`src/rtl/mul_float_axis_pipe_if.sv`:
```
// AXI-Stream beat bundle shared by the two operand ports and the result port
// of the floating-point multiplier.
//   tvalid  producer has a beat
//   tready  consumer takes the beat on this edge
//   tdata   {sign, exponent, mantissa}, W bits
//   tlast   frame end marker
// master drives valid/data/last, slave drives ready.
interface mul_float_axis_pipe_if #(
  parameter int W = 32
);
  logic         tvalid;
  logic         tready;
  logic [W-1:0] tdata;
  logic         tlast;

  modport master (output tvalid, output tdata, output tlast, input tready);
  modport slave  (input tvalid, input tdata, input tlast, output tready);
endinterface

```
`src/rtl/mul_float_axis_pipe.sv`:
```
// Three-stage pipelined floating-point multiplier with AXI-Stream ports.
// Generic {sign, EXP_W exponent, MAN_W mantissa} format, round-to-nearest-even,
// inputs denormal-as-zero, outputs flush-to-zero, canonical quiet NaN.
// Ports:
//   aclk           clock, rising edge
//   areset         synchronous reset, active-high; drops every in-flight beat
//   s_axis_a       operand A stream (slave)
//   s_axis_b       operand B stream (slave); joined with A, both tready equal
//   m_axis_result  product stream (master), tlast merged per TLAST_MODE
//                  (0=A, 1=B, 2=A|B, 3=A&B)
module mul_float_axis_pipe #(
  parameter int EXP_W      = 8,
  parameter int MAN_W      = 23,
  parameter int TLAST_MODE = 0
) (
  input  logic                 aclk,
  input  logic                 areset,
  mul_float_axis_pipe_if.slave  s_axis_a,
  mul_float_axis_pipe_if.slave  s_axis_b,
  mul_float_axis_pipe_if.master m_axis_result
);
  localparam int W  = 1 + EXP_W + MAN_W;
  localparam int EW = EXP_W + 2;
  localparam int PW = 2 * MAN_W + 2;
  localparam logic signed [EW-1:0] BIAS_C     = EW'((1 << (EXP_W - 1)) - 1);
  localparam logic signed [EW-1:0] EXP_MAX_C  = EW'((1 << EXP_W) - 1);
  localparam logic signed [EW-1:0] ONE_C      = EW'(1);
  localparam logic signed [EW-1:0] EXP_ZERO_C = EW'(0);

  typedef enum logic [1:0] {
    CLS_NORM = 2'd0,
    CLS_ZERO = 2'd1,
    CLS_INF  = 2'd2,
    CLS_NAN  = 2'd3
  } cls_t;

  logic               ce_s, accept_s;
  logic               a_sign_s, b_sign_s;
  logic [EXP_W-1:0]   a_exp_s, b_exp_s;
  logic [MAN_W-1:0]   a_man_s, b_man_s;
  logic               a_nan_s, b_nan_s, a_inf_s, b_inf_s, a_zero_s, b_zero_s;
  cls_t               cls_s;
  logic               last_s;
  logic signed [EW-1:0] exp_sum_s;
  logic [PW-1:0]      prod_s;

  logic               s1_valid_r, s1_last_r, s1_sign_r;
  cls_t               s1_cls_r;
  logic signed [EW-1:0] s1_exp_r;
  logic [PW-1:0]      s1_prod_r;

  logic [MAN_W-1:0]   norm_man_s;
  logic               norm_guard_s, norm_sticky_s;
  logic signed [EW-1:0] norm_exp_s;

  logic               s2_valid_r, s2_last_r, s2_sign_r, s2_guard_r, s2_sticky_r;
  cls_t               s2_cls_r;
  logic signed [EW-1:0] s2_exp_r;
  logic [MAN_W-1:0]   s2_man_r;

  logic               round_up_s;
  logic [MAN_W:0]     man_rnd_s;
  logic signed [EW-1:0] exp_rnd_s;
  logic [W-1:0]       res_s;

  logic               s3_valid_r, s3_last_r;
  logic [W-1:0]       s3_data_r;

  // A stalled output freezes the whole pipe; a beat joins only with both operands present.
  assign ce_s     = ~s3_valid_r | m_axis_result.tready;
  assign accept_s = s_axis_a.tvalid & s_axis_b.tvalid & ce_s;
  assign s_axis_a.tready = accept_s;
  assign s_axis_b.tready = accept_s;

  assign m_axis_result.tvalid = s3_valid_r;
  assign m_axis_result.tdata  = s3_data_r;
  assign m_axis_result.tlast  = s3_last_r;

  // Stage 1 logic: unpack, classify, sign, biased exponent sum, mantissa product.
  always_comb begin
    a_sign_s = s_axis_a.tdata[W-1];
    b_sign_s = s_axis_b.tdata[W-1];
    a_exp_s  = s_axis_a.tdata[W-2:MAN_W];
    b_exp_s  = s_axis_b.tdata[W-2:MAN_W];
    a_man_s  = s_axis_a.tdata[MAN_W-1:0];
    b_man_s  = s_axis_b.tdata[MAN_W-1:0];
    a_nan_s  = (&a_exp_s) & (|a_man_s);
    b_nan_s  = (&b_exp_s) & (|b_man_s);
    a_inf_s  = (&a_exp_s) & ~(|a_man_s);
    b_inf_s  = (&b_exp_s) & ~(|b_man_s);
    // Subnormals are treated as zero, so only the exponent matters here.
    a_zero_s = ~(|a_exp_s);
    b_zero_s = ~(|b_exp_s);
    if (a_nan_s | b_nan_s) begin
      cls_s = CLS_NAN;
    end else if ((a_inf_s & b_zero_s) | (b_inf_s & a_zero_s)) begin
      cls_s = CLS_NAN;
    end else if (a_inf_s | b_inf_s) begin
      cls_s = CLS_INF;
    end else if (a_zero_s | b_zero_s) begin
      cls_s = CLS_ZERO;
    end else begin
      cls_s = CLS_NORM;
    end
    case (TLAST_MODE)
      0:       last_s = s_axis_a.tlast;
      1:       last_s = s_axis_b.tlast;
      2:       last_s = s_axis_a.tlast | s_axis_b.tlast;
      default: last_s = s_axis_a.tlast & s_axis_b.tlast;
    endcase
    exp_sum_s = $signed({2'b00, a_exp_s}) + $signed({2'b00, b_exp_s}) - BIAS_C;
    prod_s    = PW'({1'b1, a_man_s}) * PW'({1'b1, b_man_s});
  end

  // Stage 1 register.
  always_ff @(posedge aclk) begin
    if (areset) begin
      s1_valid_r <= 1'b0;
      s1_last_r  <= 1'b0;
      s1_sign_r  <= 1'b0;
      s1_cls_r   <= CLS_ZERO;
      s1_exp_r   <= EXP_ZERO_C;
      s1_prod_r  <= '0;
    end else if (ce_s) begin
      s1_valid_r <= accept_s;
      s1_last_r  <= last_s;
      s1_sign_r  <= a_sign_s ^ b_sign_s;
      s1_cls_r   <= cls_s;
      s1_exp_r   <= exp_sum_s;
      s1_prod_r  <= prod_s;
    end
  end

  // Stage 2 logic: product of two [1,2) values lies in [1,4); renormalise and
  // collapse everything below the kept mantissa into guard and sticky bits.
  always_comb begin
    if (s1_prod_r[PW-1]) begin
      norm_man_s    = s1_prod_r[PW-2 -: MAN_W];
      norm_guard_s  = s1_prod_r[MAN_W];
      norm_sticky_s = |s1_prod_r[MAN_W-1:0];
      norm_exp_s    = s1_exp_r + ONE_C;
    end else begin
      norm_man_s    = s1_prod_r[PW-3 -: MAN_W];
      norm_guard_s  = s1_prod_r[MAN_W-1];
      norm_sticky_s = |s1_prod_r[MAN_W-2:0];
      norm_exp_s    = s1_exp_r;
    end
  end

  // Stage 2 register.
  always_ff @(posedge aclk) begin
    if (areset) begin
      s2_valid_r  <= 1'b0;
      s2_last_r   <= 1'b0;
      s2_sign_r   <= 1'b0;
      s2_cls_r    <= CLS_ZERO;
      s2_exp_r    <= EXP_ZERO_C;
      s2_man_r    <= '0;
      s2_guard_r  <= 1'b0;
      s2_sticky_r <= 1'b0;
    end else if (ce_s) begin
      s2_valid_r  <= s1_valid_r;
      s2_last_r   <= s1_last_r;
      s2_sign_r   <= s1_sign_r;
      s2_cls_r    <= s1_cls_r;
      s2_exp_r    <= norm_exp_s;
      s2_man_r    <= norm_man_s;
      s2_guard_r  <= norm_guard_s;
      s2_sticky_r <= norm_sticky_s;
    end
  end

  // Stage 3 logic: round to nearest even, range check, pack.
  always_comb begin
    round_up_s = s2_guard_r & (s2_sticky_r | s2_man_r[0]);
    man_rnd_s  = {1'b0, s2_man_r} + {{MAN_W{1'b0}}, round_up_s};
    // A carry out of the mantissa leaves the stored bits at zero and bumps the exponent.
    exp_rnd_s  = man_rnd_s[MAN_W] ? (s2_exp_r + ONE_C) : s2_exp_r;
    case (s2_cls_r)
      CLS_NAN:  res_s = {1'b0, {EXP_W{1'b1}}, 1'b1, {(MAN_W-1){1'b0}}};
      CLS_INF:  res_s = {s2_sign_r, {EXP_W{1'b1}}, {MAN_W{1'b0}}};
      CLS_ZERO: res_s = {s2_sign_r, {(W-1){1'b0}}};
      default: begin
        if (s2_exp_r >= EXP_MAX_C) begin
          res_s = {s2_sign_r, {EXP_W{1'b1}}, {MAN_W{1'b0}}};
        end else if (s2_exp_r <= EXP_ZERO_C) begin
          res_s = {s2_sign_r, {(W-1){1'b0}}};
        end else if (exp_rnd_s >= EXP_MAX_C) begin
          res_s = {s2_sign_r, {EXP_W{1'b1}}, {MAN_W{1'b0}}};
        end else begin
          res_s = {s2_sign_r, exp_rnd_s[EXP_W-1:0], man_rnd_s[MAN_W-1:0]};
        end
      end
    endcase
  end

  // Stage 3 register doubles as the output register.
  always_ff @(posedge aclk) begin
    if (areset) begin
      s3_valid_r <= 1'b0;
      s3_last_r  <= 1'b0;
      s3_data_r  <= '0;
    end else if (ce_s) begin
      s3_valid_r <= s2_valid_r;
      s3_last_r  <= s2_last_r;
      s3_data_r  <= res_s;
    end
  end
endmodule

```
`src/flat_wrapper.sv`:
```
// flat-port wrapper written by rule: the top's interface ports become plain ports
module mul_float_axis_pipe_flat 
#(
  parameter int EXP_W      = 8,
  parameter int MAN_W      = 23,
  parameter int TLAST_MODE = 0
)
  (aclk, areset, s_axis_a_tvalid, s_axis_a_tdata, s_axis_a_tlast, s_axis_a_tready, s_axis_b_tvalid, s_axis_b_tdata, s_axis_b_tlast, s_axis_b_tready, m_axis_result_tvalid, m_axis_result_tdata, m_axis_result_tlast, m_axis_result_tready);
  mul_float_axis_pipe_if #(.W(32)) s_axis_a_i ();
  mul_float_axis_pipe_if #(.W(32)) s_axis_b_i ();
  mul_float_axis_pipe_if #(.W(32)) m_axis_result_i ();
  input  logic aclk;
  input  logic areset;
  input wire logic [$bits(s_axis_a_i.tvalid)-1:0] s_axis_a_tvalid;
  input wire logic [$bits(s_axis_a_i.tdata)-1:0] s_axis_a_tdata;
  input wire logic [$bits(s_axis_a_i.tlast)-1:0] s_axis_a_tlast;
  output wire logic [$bits(s_axis_a_i.tready)-1:0] s_axis_a_tready;
  input wire logic [$bits(s_axis_b_i.tvalid)-1:0] s_axis_b_tvalid;
  input wire logic [$bits(s_axis_b_i.tdata)-1:0] s_axis_b_tdata;
  input wire logic [$bits(s_axis_b_i.tlast)-1:0] s_axis_b_tlast;
  output wire logic [$bits(s_axis_b_i.tready)-1:0] s_axis_b_tready;
  output wire logic [$bits(m_axis_result_i.tvalid)-1:0] m_axis_result_tvalid;
  output wire logic [$bits(m_axis_result_i.tdata)-1:0] m_axis_result_tdata;
  output wire logic [$bits(m_axis_result_i.tlast)-1:0] m_axis_result_tlast;
  input wire logic [$bits(m_axis_result_i.tready)-1:0] m_axis_result_tready;
  assign s_axis_a_i.tvalid = s_axis_a_tvalid;
  assign s_axis_a_i.tdata = s_axis_a_tdata;
  assign s_axis_a_i.tlast = s_axis_a_tlast;
  assign s_axis_a_tready = s_axis_a_i.tready;
  assign s_axis_b_i.tvalid = s_axis_b_tvalid;
  assign s_axis_b_i.tdata = s_axis_b_tdata;
  assign s_axis_b_i.tlast = s_axis_b_tlast;
  assign s_axis_b_tready = s_axis_b_i.tready;
  assign m_axis_result_tvalid = m_axis_result_i.tvalid;
  assign m_axis_result_tdata = m_axis_result_i.tdata;
  assign m_axis_result_tlast = m_axis_result_i.tlast;
  assign m_axis_result_i.tready = m_axis_result_tready;
  mul_float_axis_pipe #(.EXP_W(EXP_W), .MAN_W(MAN_W), .TLAST_MODE(TLAST_MODE)) u_core (.aclk(aclk), .areset(areset), .s_axis_a(s_axis_a_i), .s_axis_b(s_axis_b_i), .m_axis_result(m_axis_result_i));
endmodule
```
`config.mk`:
```
export PLATFORM = sky130hd
export DESIGN_NAME = mul_float_axis_pipe_flat
export DESIGN_NICKNAME = d
export VERILOG_FILES = /design/src/rtl/mul_float_axis_pipe_if.sv /design/src/rtl/mul_float_axis_pipe.sv /design/src/flat_wrapper.sv
export SDC_FILE = /design/constraint.sdc
export NUM_CORES = 2
export LEC_CHECK = 0
export CAP_MARGIN = 20
export CORE_ASPECT_RATIO = 1.5
export CORE_MARGIN = 8
export CORE_UTILIZATION = 45
export CTS_BUF_LIST = sky130_fd_sc_hd__clkbuf_4 sky130_fd_sc_hd__clkbuf_8 sky130_fd_sc_hd__clkbuf_16
export CTS_CLUSTER_DIAMETER = 50
export DETAILED_ROUTE_END_ITERATION = 8
export SYNTH_ARGS = -nofsm -noshare
export SYNTH_HDL_FRONTEND = slang
export SYNTH_SLANG_ARGS = --single-unit
```
`constraint.sdc`:
```
create_clock -name aclk -period 7.5 [get_ports aclk]
set_clock_uncertainty 0.2 [all_clocks]
set_input_delay 0.75 -clock aclk [delete_from_list [all_inputs] [get_ports aclk]]
set_output_delay 0.75 -clock aclk [all_outputs]
set_load 0.05 [all_outputs]
```
Word level (Yosys, flattened, before mapping). Cells that the tools add are included.

Eq/ne operators: 3. Magnitude comparators: 3. Multiplexer cells: 13. $add $sub $neg: 5. Multipliers: 1. Reductions and logical operators: 8. Bitwise operators: 21.

Operators by type and width (number): $pmux 32 s3 (1); $mux 31 (3); $reduce_or 23->1 (3); $mul 24x24->48 (1); $add 23x1->24 (1); $mux 23 (1); $reduce_or 22->1 (1); $add 10x2->10 const B (2); $ge 10x9->1 const B (2); $mux 10 (2); $reduce_and 8->1 (2); $reduce_or 8->1 (2); $le 10x1->1 const B (1); $sub 10x8->10 const B (1); $add 8x8->9 (1); $and 1x1->1 (9); $mux 2 (3); $or 1x1->1 (6); $not 1->1 (5); $eq 2x2->1 const B (2); $mux 1 (3); $eq 2x1->1 const B (1); $xor 1x1->1 (1).

Bits of input ports: 71. Register bits: 137. Output and inout port bits: 36. Logic and storage cells: 71.

Longest topological paths before layout.
Word-level depth: 9. Depth in mapped cells: 28. Gate-level depth less buffers: 25.

Least setup slack after synthesis. OpenSTA, ideal clock, no wires.

Path kind: input-to-reg. Start: input s_axis_b_tdata[3]. End: register u_core.s1_prod_r[42]. Setup time: 0.116 ns. Data required time: 7.184 ns. Path slack: 0.356 ns. Arrival time: 6.829 ns. Cell stages on the path: 27. Buffers on the path: 2. Cell sequence: clkbuf_1 nand2_1 fa_1 inv_1 fa_1 inv_1 fa_1 inv_1 fa_1 inv_1 fa_1 inv_1 fa_1 inv_1 fa_1 inv_1 ha_1 clkbuf_1 nand2_1 o21ba_2 a21oi_1 o31ai_2 a31oi_2 o31ai_2 a31oi_1 mux2i_1 a31o_1.

Word-level cells in the longest chain between the ends: 1.

Ends and longest elaborated chain: from (decl) (RTL line flat_wrapper.sv:19) `input wire logic [$bits(s_axis_b_i.tdata)-1:0] s_axis_b_tdata;`; $mul 24x24->48 (RTL line mul_float_axis_pipe.sv:112) `prod_s = PW'({1'b1, a_man_s}) * PW'({1'b1, b_man_s});`; to (signal assigned) (RTL line mul_float_axis_pipe.sv:130) `s1_prod_r <= prod_s;`; to (decl) (RTL line mul_float_axis_pipe.sv:50) `logic [PW-1:0] s1_prod_r;`.

Every way passes these cells. A chain may end at the register's enable or synchronous reset.

Worst setup path in the final report.
Start: input s_axis_b_tdata[0]. End: register u_core.s1_prod_r[39].

Same word-level chain as after synthesis.

==> results.cfg <==
[worst_setup_path]
rr_startpoint = u_core.s2_sticky_r
r2r-end = u_core.m_axis_result.tdata[24]
startpoint_type = input port
cpMostUsedCell = fa_1
critPathArrivalTime_ns = 7.46
r2r_slack_ns = 4.39
slowest_stage = fa_1
worstSetupPathType = input port to flop
reg2reg_depth = 10
endpoint_kind = flop
required_ns = 7.67
crit_fanout = 7
slowest_delay_ns = 0.54

[synth]
synthTopCellsByArea = fa_1 (39%), dfxtp_1 (11%), ha_1 (9.4%)
seq_area_frac_synth_pct = 10.99
synth-async-reset-ratio_pct = 0
netlist.area_leader.share_pct = 38.74
netlist_area_um2 = 24960
ys_warn_count = 0
ys_ff_latch = 137
avgSynthCellArea_um2 = 8.705
synth_nets = 3608
yosysUniqueCellTypes = 66
synth_edf_count = 0
synth_largest_area_cell = fa_1
synth_flop_cell = dfxtp_1
synth_cells = 2867

[drt]
first_pass_iters = 5
vias = 19710
routed_wl_mm = 68.42
wl_per_cell_um = 17.94
drcViolationCount = 0
routed_via_density = 5.169
ant_nets = 0
drtIter0Drc = 992

[sta]
period_share_pct = 97.26
setup_violations = 0
rsz0062_at_grt = true
worstMarginPinSlew_ns = 0.8913
max_slew_margin_pct = 40.58
slew_violations = 0
fin_crit_ns = 7.294
tns_ns = 0
fmax_mhz = 137.1
finalHoldViolCount = 0

[outcome]
status = finished clean

[placed_design]
io_buffers = 105
finalWeightedCongestion = 0.9321
dp_hpwl_mm = 58.76

[worst_hold_path]
min_path_cells = 2
min_from = u_core.m_axis_result.tdata[10]
hp-class = flop to flop
hold_path_end = u_core.m_axis_result.tdata[10]

[job]
drv_cap = 0

[die]
ios = 107
start_util_pct = 45.55
fp-row-count = 105
die_h_um = 304.4
core_area_um2 = 54780
die_w_um = 208.3
dieArea_um2 = 63410

[grt]
grt_pass1_vias = 21480
overflow = 0
grt_first_pass_wirelength_mm = 112.4
antenna_found_initial = 0
grt_max_degree = 96
track_usage_pct = 21.91

[cts]
cts_buffers = 17
hold_buffers = 0
cts_tree = built
cts.sinks = 137
htree_levels = 4
worstSkewPairLatency_ns = 0.43
clkTransAtPathRegs_ns = 0.06
cts_max_path_buffers = 2
root_buffer = clkbuf_16

[final_layout]
final_common_cell = inv_1
n_fill_cell = 5031
drive_gt1_share_pct = 11.80
nets = 3846
mostFrequentLayoutCells = inv_1 (569), fa_1 (480), nand2_1 (394)
synthToLayoutAreaGrowth_pct = 19.38
postLayoutCoreUtil_pct = 54.38
antenna_cells = 0
repair_timing:
item	CTS	global route
buffers inserted	0	3
gates cloned	0	0
gates resized for setup	3	59
pin swaps	0	18
setup endpoints to repair	5	21
cells in the mapped netlist, drive strengths merged (22+ instances only):
cell type and count:
a21oi 91, a211oi 52, a21o 31, inv 569, nor4 22, fa 483, mux2i 28, nand4 31
xnor2 52, ha 187, nand3 32, and2 253, xor2 36, nor2 126, dfxtp 137, nand2 396
o21ai 62, clkbuf 130
how the worst max path moves through the flow:
| stage | start | end | slack [ns] | cells past startpoint |
|---|---|---|---|---|
| 2_1_floorplan | s_axis_b_tdata[3] | u_core.s1_prod_r[42] | 0.36 | 27 |
| 6_report | s_axis_b_tdata[0] | u_core.s1_prod_r[39] | 0.21 | 29 |
| 3_5_place_dp | s_axis_b_tdata[1] | u_core.s1_prod_r[40] | -0.55 | 25 |
| 5_1_grt | s_axis_b_tdata[0] | u_core.s1_prod_r[47] | -0.03 | 24 |
| 4_1_cts | s_axis_b_tdata[1] | u_core.s1_prod_r[40] | 0.003 | 25 |
| 3_3_place_gp | s_axis_b_tdata[0] | u_core.s1_prod_r[42] | -0.41 | 25 |
metal layers:
layer  global-route usage (%)  vias up  wire length [µm]
met5                        0        -                 0
met4                    8.568        0              2895
met3                    2.174      149              2481
met2                    41.22      484             36300
met1                    25.07     9837             26740
li1                         -     9240                 -
critical path, delay by kind of cell:
kind / cells / cell delay, ns
buffers and inverters: 11 / 1.47
AOI/OAI and AO/OA: 7 / 0.89
and+or+nand+nor: 3 / 0.55
adders and majority gates: 8 / 3.79
registers in the layout (all words and copies together) (netlist names):
name,count
u_core.s1_exp_r,10
u_core.m_axis_result.tvalid,1
u_core.s1_valid_r,1
u_core.s2_sticky_r,1
u_core.s2_valid_r,1
u_core.s2_sign_r,1
u_core.s1_last_r,1
u_core.s1_cls_r,2
u_core.s2_last_r,1
u_core.m_axis_result.tdata,32
u_core.s2_guard_r,1
u_core.s2_man_r,23
u_core.s2_exp_r,10
u_core.s2_cls_r,2
u_core.s1_sign_r,1
u_core.s1_prod_r,48
u_core.m_axis_result.tlast,1
per-stage QoR:
step	setup WS [ns]	std cells	hold slack (ns)	area, µm²
after floorplan	0.3555	2867	0.2264	24960
after global placement	-0.4130	3778	0.2368	28830
after detailed placement	-0.5531	3778	0.2414	28830
after CTS	0.003230	3810	0.2493	29460
after global routing	-0.02524	3813	0.2739	29790
final	0.2056	3813	0.2440	29790
kinds of logic (layout without fill, tap and decap cells):
kind of cell | Yosys count | after routing | share of synthesized area (%)
AO/OA/AOI/OAI | 307 | 307 | 8.007
AND/OR/NAND/NOR | 915 | 915 | 17.74
flip-flops | 137 | 137 | 10.99
multiplexers | 28 | 28 | 1.123
adder cells (fa/ha/maj) | 670 | 670 | 48.12
buffers and inverters | 722 | 973 | 10.93
XOR/XNOR | 88 | 88 | 3.088
final cells by class:
cell class	instances	area, µm²	share of cell area (%)
Multi-Input combinational cell	2008	19800	66.45
Clock inverter	13	168.9	0.5670
Clock buffer	19	446.7	1.499
Inverter	572	2151	7.219
Timing Repair Buffer	369	3617	12.14
Tap cell	695	869.6	2.919
Sequential cell	137	2743	9.206
Power is left out: the tool's default activity adds up to more than one toggle a clock period on the data nets, which glitch-free logic cannot reach.
==> edit 1: new RTL, config.mk and constraints unchanged <==
Encoding of `cls_t`: now one-hot (4 bits for 4 values).
--- a/src/rtl/mul_float_axis_pipe.sv
+++ b/src/rtl/mul_float_axis_pipe.sv
@@ -28,9 +28,9 @@
   localparam logic signed [EW-1:0] EXP_ZERO_C = EW'(0);
 
-  typedef enum logic [1:0] {
-    CLS_NORM = 2'd0,
-    CLS_ZERO = 2'd1,
-    CLS_INF  = 2'd2,
-    CLS_NAN  = 2'd3
+  typedef enum logic [3:0] {
+    CLS_NORM = 4'b0001,
+    CLS_ZERO = 4'b0010,
+    CLS_INF  = 4'b0100,
+    CLS_NAN  = 4'b1000
   } cls_t;
 
Formal check against the unedited RTL: same outputs for any inputs over 4 cycles, from zero or initial values and one cycle with areset high; so few cycles prove little.
==> edit 1 against the unedited design <==
- sequential share of layout area up 0.20 points
- critical path depth down 3
- sequential cell count up 4
- routed wire length up 0.79%
- critical path type unchanged
- non-clock buffer count up 24
- cell area up 0.68%
- critical endpoint is now u_core.s1_prod_r[37]
- worst setup slack better by 0.014 ns
- area after synthesis up 1.3%
- maximum frequency up 0.19%
Power is left out: the tool's default activity adds up to more than one toggle a clock period on the data nets, which glitch-free logic cannot reach.
==> edit 1: results (changes against the unedited design) <==
stage,metric,value,unit,change
logic_synthesis,syn-num-nets,3646,,"was 3,608"
global_route,grt_pass1_wl,112000,µm,about the same
finish,drive_gt1_share,12.3,%,was 11.8%
min_path,hold_depth,2,,unchanged
route,avgViaCountPerCell,5.14,,was 5.17
setup_path,reg2reg_slack,4.07,ns,was 4.39 ns
global_route,grt_usage,21.7,%,was 21.9%
outcome,status,"finished, final reports clean",,unchanged
global_route,grt_max_degree,101,,was 96
global_route,use_met1,25.0,%,was 25.1%
logic_synthesis,synth_seq_area_share,11.2,%,was 11.0%
logic_synthesis,yosys-top-cells-count,"inv_1, fa_1, nand2_1",,unchanged
route,drt-initial-drc-count,895,,was 992
place,dp.cells,3845,,"was 3,778"
place,dpl_cell_area,0.0291,mm²,was 0.0288 mm²
min_path,whs_endpoint,u_core.m_axis_result.tdata[7],,was u_core.m_axis_result.tdata[10]
global_route,grt_pass1_vias,22000,,"was 21,500"
logic_synthesis,syn_inst,2905,,"was 2,867"
place,place_congestion,0.919,,was 0.932
route,drt_wl_total,69000,µm,"was 68,400 µm"
place,dpl.hpwl,59300,µm,"was 58,800 µm"
logic_synthesis,yosys-top-cells-area,"fa_1, dfxtp_1, ha_1",,unchanged
timing,worst_pin_slew,1.01,ns,was 0.891 ns
logic_synthesis,ys_types,67,,was 66
setup_path,r2r_cells,11,,was 10
setup_path,rr_endpoint,u_core.m_axis_result.tdata[3],,was u_core.m_axis_result.tdata[24]
setup_path,cp.arrival,7.36,ns,was 7.46 ns
route,vias,20000,,"was 19,700"
[edit 1: changes by cell type after synthesis, sizes merged, moves of 5 or more]
cell,before,now
nor3,19,12
nand2,396,412
o21ai,62,78
nand4,31,22
a21o,31,22
and3,12,17
nand2b,1,7
nand3,32,25
a22o,0,6
a41oi,0,6
[edit 1: layer usage]
layer | vias up | share of wire, %
met4 | 0 | 3.7
li1 | 9432 | -
met1 | 9929 | 39
met5 | - | 0
met3 | 110 | 4.3
met2 | 503 | 53
[edit 1: critical path, delay by kind of cell]
kind            cells  cell delay [ns]
buf+inv             9             1.28
compound gates      6             1.00
simple gates        2             0.35
xor+xnor            1             0.13
fa+ha+maj           8             3.85
[edit 1: area by class of cell]
type                            instances  area, µm²
Multi-Input combinational cell       2040      19900
Timing Repair Buffer                  393       3720
Sequential cell                       141       2820
Clock buffer                           24        503
Tap cell                              702        878
Inverter                              576       2160
Clock inverter                          8       40.0
Fill cell                            5150      25700
[edit 1: worst max-delay path by stage]
| stage | from | to | slack [ns] |
|---|---|---|---|
| after floorplan | s_axis_b_tdata[9] | u_core.s1_prod_r[45] | 0.36 |
| after global placement | s_axis_b_tdata[2] | u_core.s1_prod_r[41] | -0.52 |
| after detailed placement | s_axis_b_tdata[2] | u_core.s1_prod_r[47] | -0.64 |
| after CTS | s_axis_b_tdata[1] | u_core.s1_prod_r[38] | 0.002 |
| after global routing | s_axis_a_tdata[17] | u_core.s1_prod_r[37] | -0.02 |
| final | s_axis_a_tdata[17] | u_core.s1_prod_r[37] | 0.22 |
[edit 1: cells by family after synthesis]
| family | share of synthesized area (%) |
|---|---|
| adder cells (fa/ha/maj) | 47.5 |
| AND/OR/NAND/NOR | 17.8 |
| XOR/XNOR | 3.26 |
| flip-flops | 11.2 |
| AO/OA/AOI/OAI | 8.32 |
| buffers and inverters | 10.9 |
| multiplexers | 1.03 |
[edit 1: timing repair]
action                     4_1_cts  5_1_grt
buffers inserted                 0        5
gates resized for setup         10       55
pin swaps                        2       27
setup endpoints to repair       11       20
gates cloned                     0        3
hold buffers                     0        0
[edit 1: per-stage QoR]
stage | utilization [%] | hold WS [ns] | setup slack [ns]
6_report | 53.8 | 0.251 | 0.220
5_1_grt | 53.8 | 0.268 | -0.0224
4_1_cts | 53.3 | 0.253 | 0.00248
3_5_place_dp | 52.3 | 0.241 | -0.643
3_3_place_gp | 52.3 | 0.236 | -0.518
2_1_floorplan | - | 0.227 | 0.358
==> edit 2: new RTL, same settings <==
Without the edit above. Make the reset (`areset`) asynchronous in 3 clocked blocks. Comments in the files are not updated.
--- a/src/rtl/mul_float_axis_pipe.sv
+++ b/src/rtl/mul_float_axis_pipe.sv
@@ -114,5 +114,5 @@
 
   // Stage 1 register.
-  always_ff @(posedge aclk) begin
+  always_ff @(posedge aclk or posedge areset) begin
     if (areset) begin
       s1_valid_r <= 1'b0;
@@ -149,5 +149,5 @@
 
   // Stage 2 register.
-  always_ff @(posedge aclk) begin
+  always_ff @(posedge aclk or posedge areset) begin
     if (areset) begin
       s2_valid_r  <= 1'b0;
@@ -196,5 +196,5 @@
 
   // Stage 3 register doubles as the output register.
-  always_ff @(posedge aclk) begin
+  always_ff @(posedge aclk or posedge areset) begin
     if (areset) begin
       s3_valid_r <= 1'b0;
Formal check against the unedited RTL: differs if areset is asserted again (counterexample within 4 cycles, from zero or initial values and one cycle with areset high); with areset held inactive, the same outputs for 4 cycles.
==> edit 2 against the unedited design <==
- sequential share of layout area rose by 2.0 points
- via count rose by 1.1%
- routed wire length is 4.5% higher
- sequential cell count is the same
- first-iteration DRC count increased by 5.0%
- die area rose by 2.4%
- cell area rose by 3.1%
- cell count increased by 3.0%
- global-route usage increased by 0.36 points
- area after synthesis rose by 2.6%
- worst setup slack lost 0.019 ns
- highest routed layer unchanged
Power is left out: the tool's default activity adds up to more than one toggle a clock period on the data nets, which glitch-free logic cannot reach.
==> edit 2: results (changes against the unedited design) <==
stage,metric,value,unit,change
global_route,use_met3,2.12,%,was 2.17%
outcome,status,"finished, final reports clean",,unchanged
setup_path,cp.arrival,7.45,ns,was 7.46 ns
setup_path,critPathCapture,u_core.s1_prod_r[41],,was u_core.s1_prod_r[39]
min_path,worstHoldStart,u_core.s1_prod_r[2],,was u_core.m_axis_result.tdata[10]
logic_synthesis,syn-num-nets,3615,,"was 3,608"
setup_path,cp-startpoint,s_axis_a_tdata[17],,was s_axis_b_tdata[0]
place,dpl_cell_area,0.0296,mm²,was 0.0288 mm²
global_route,gr-usage-met2,41.3,%,was 41.2%
logic_synthesis,synthArstFlopShare,100,%,was 0%
place,dpl.hpwl,60800,µm,"was 58,800 µm"
global_route,use_met1,25.7,%,was 25.1%
global_route,grt_pass1_vias,22100,,"was 21,500"
logic_synthesis,ys_types,70,,was 66
min_path,whs_endpoint,u_core.s1_prod_r[2],,was u_core.m_axis_result.tdata[10]
clocking,cts_buffer_depth,2,,unchanged
route,avgViaCountPerCell,5.08,,was 5.17
global_route,grt_antenna_before_repair,0,,unchanged
setup_path,r2r_cells,11,,was 10
setup_path,path_max_fanout,10,,was 7
global_route,grt_max_degree,93,,was 96
route,drt-initial-drc-count,1042,,was 992
finish,top_register,u_core.s1_prod_r,,unchanged
logic_synthesis,synth_seq_area_share,13.4,%,was 11.0%
logic_synthesis,yosys-top-cells-area,"fa_1, dfrtp_1, ha_1",,"was fa_1, dfxtp_1, ha_1"
logic_synthesis,synth_ff_type,dfrtp_1,,was dfxtp_1
finish,drive_gt1_share,13.3,%,was 11.8%
timing,max-slew-margin-rel,44.8,%,was 40.6%
global_route,grt_pass1_wl,115000,µm,"was 112,000 µm"
finish,nets,3894,,"was 3,846"
route,drt_wl_total,71500,µm,"was 68,400 µm"
route,first_pass_iters,6,,was 5
setup_path,regToRegStartpoint,u_core.s2_sticky_r,,unchanged
setup_path,rr_endpoint,u_core.m_axis_result.tdata[13],,was u_core.m_axis_result.tdata[24]
place,place_congestion,0.905,,was 0.932
global_route,grt_usage,22.3,%,was 21.9%
[edit 2: changes by cell type in the layout (fill, tap and decap cells not counted), sizes merged, moves of 16 or more]
| cell | before | now |
|---|---|---|
| dfxtp | 137 | 0 |
| dfrtp | 0 | 135 |
| a211oi | 52 | 4 |
| o21ai | 62 | 102 |
| buf | 265 | 299 |
| nand2 | 396 | 423 |
| clkdlybuf4s50 | 102 | 79 |
| dlymetal6s2s | 2 | 19 |
| inv | 572 | 588 |
| nor2 | 126 | 110 |
[edit 2: final cells by class]
| cell class | instances | area (µm²) |
|---|---|---|
| inverter | 590 | 2220 |
| tap | 763 | 955 |
| multi-input combinational | 1999 | 19700 |
| timing repair buffer | 408 | 3870 |
| clock buffer | 17 | 425 |
| clock inverter | 13 | 156 |
| sequential | 137 | 3430 |
| fill | 5274 | 25800 |
[edit 2: cell families (layout without fill, tap and decap cells)]
family | after synthesis | in the layout | synth area share [%]
fa+ha+maj | 670 | 670 | 46.9
buf+inv | 738 | 1028 | 10.9
xor+xnor | 94 | 94 | 3.21
mux | 32 | 32 | 1.27
flops | 137 | 137 | 13.4
compound gates | 284 | 284 | 6.91
simple gates | 919 | 919 | 17.4
[edit 2: stage by stage]
| stage | TNS, ns | hold WS, ns | std cells | setup slack (ns) | utilization (%) |
|---|---|---|---|---|---|
| after global placement | -7.05 | 0.241 | 3887 | -0.574 | 52.5 |
| after CTS | 0 | 0.269 | 3917 | 0.0226 | 53.5 |
| after global routing | -0.0463 | 0.297 | 3927 | -0.0390 | 54.4 |
| after detailed placement | -8.06 | 0.256 | 3887 | -0.643 | 52.5 |
| after floorplan | 0 | 0.230 | 2874 | 0.225 | - |
| final | 0 | 0.265 | 3927 | 0.186 | 54.4 |
[edit 2: worst max-delay path, stage by stage]
cell             delay [ns]
clkdlybuf4s50_1        0.44
buf_12                 0.17
and2_1                 0.16
fa_1                   0.50
fa_1                   0.54
inv_1                  0.06
fa_1                   0.53
inv_1                  0.05
fa_1                   0.50
fa_1                   0.51
fa_1                   0.49
inv_1                  0.05
fa_1                   0.50
inv_1                  0.05
ha_1                   0.28
o21ai_1                0.08
nor2_2                 0.12
o21ai_2                0.10
a2111oi_4              0.38
a211oi_2               0.12
buf_4                  0.16
nor4b_4                0.32
nor4_1                 0.09
a31o_1                 0.23
a311oi_2               0.23
[edit 2: routing by layer]
layer | share of wire, % | wire length, µm
met1 | 39 | 27500
met2 | 52 | 37500
met3 | 3.8 | 2680
met4 | 5.3 | 3800
met5 | 0 | 0
[edit 2: repair_timing]
item,in CTS,in global routing
pin swaps,3,25
buffers inserted,0,6
gates cloned,0,4
setup endpoints to repair,8,16
resized for setup,17,80
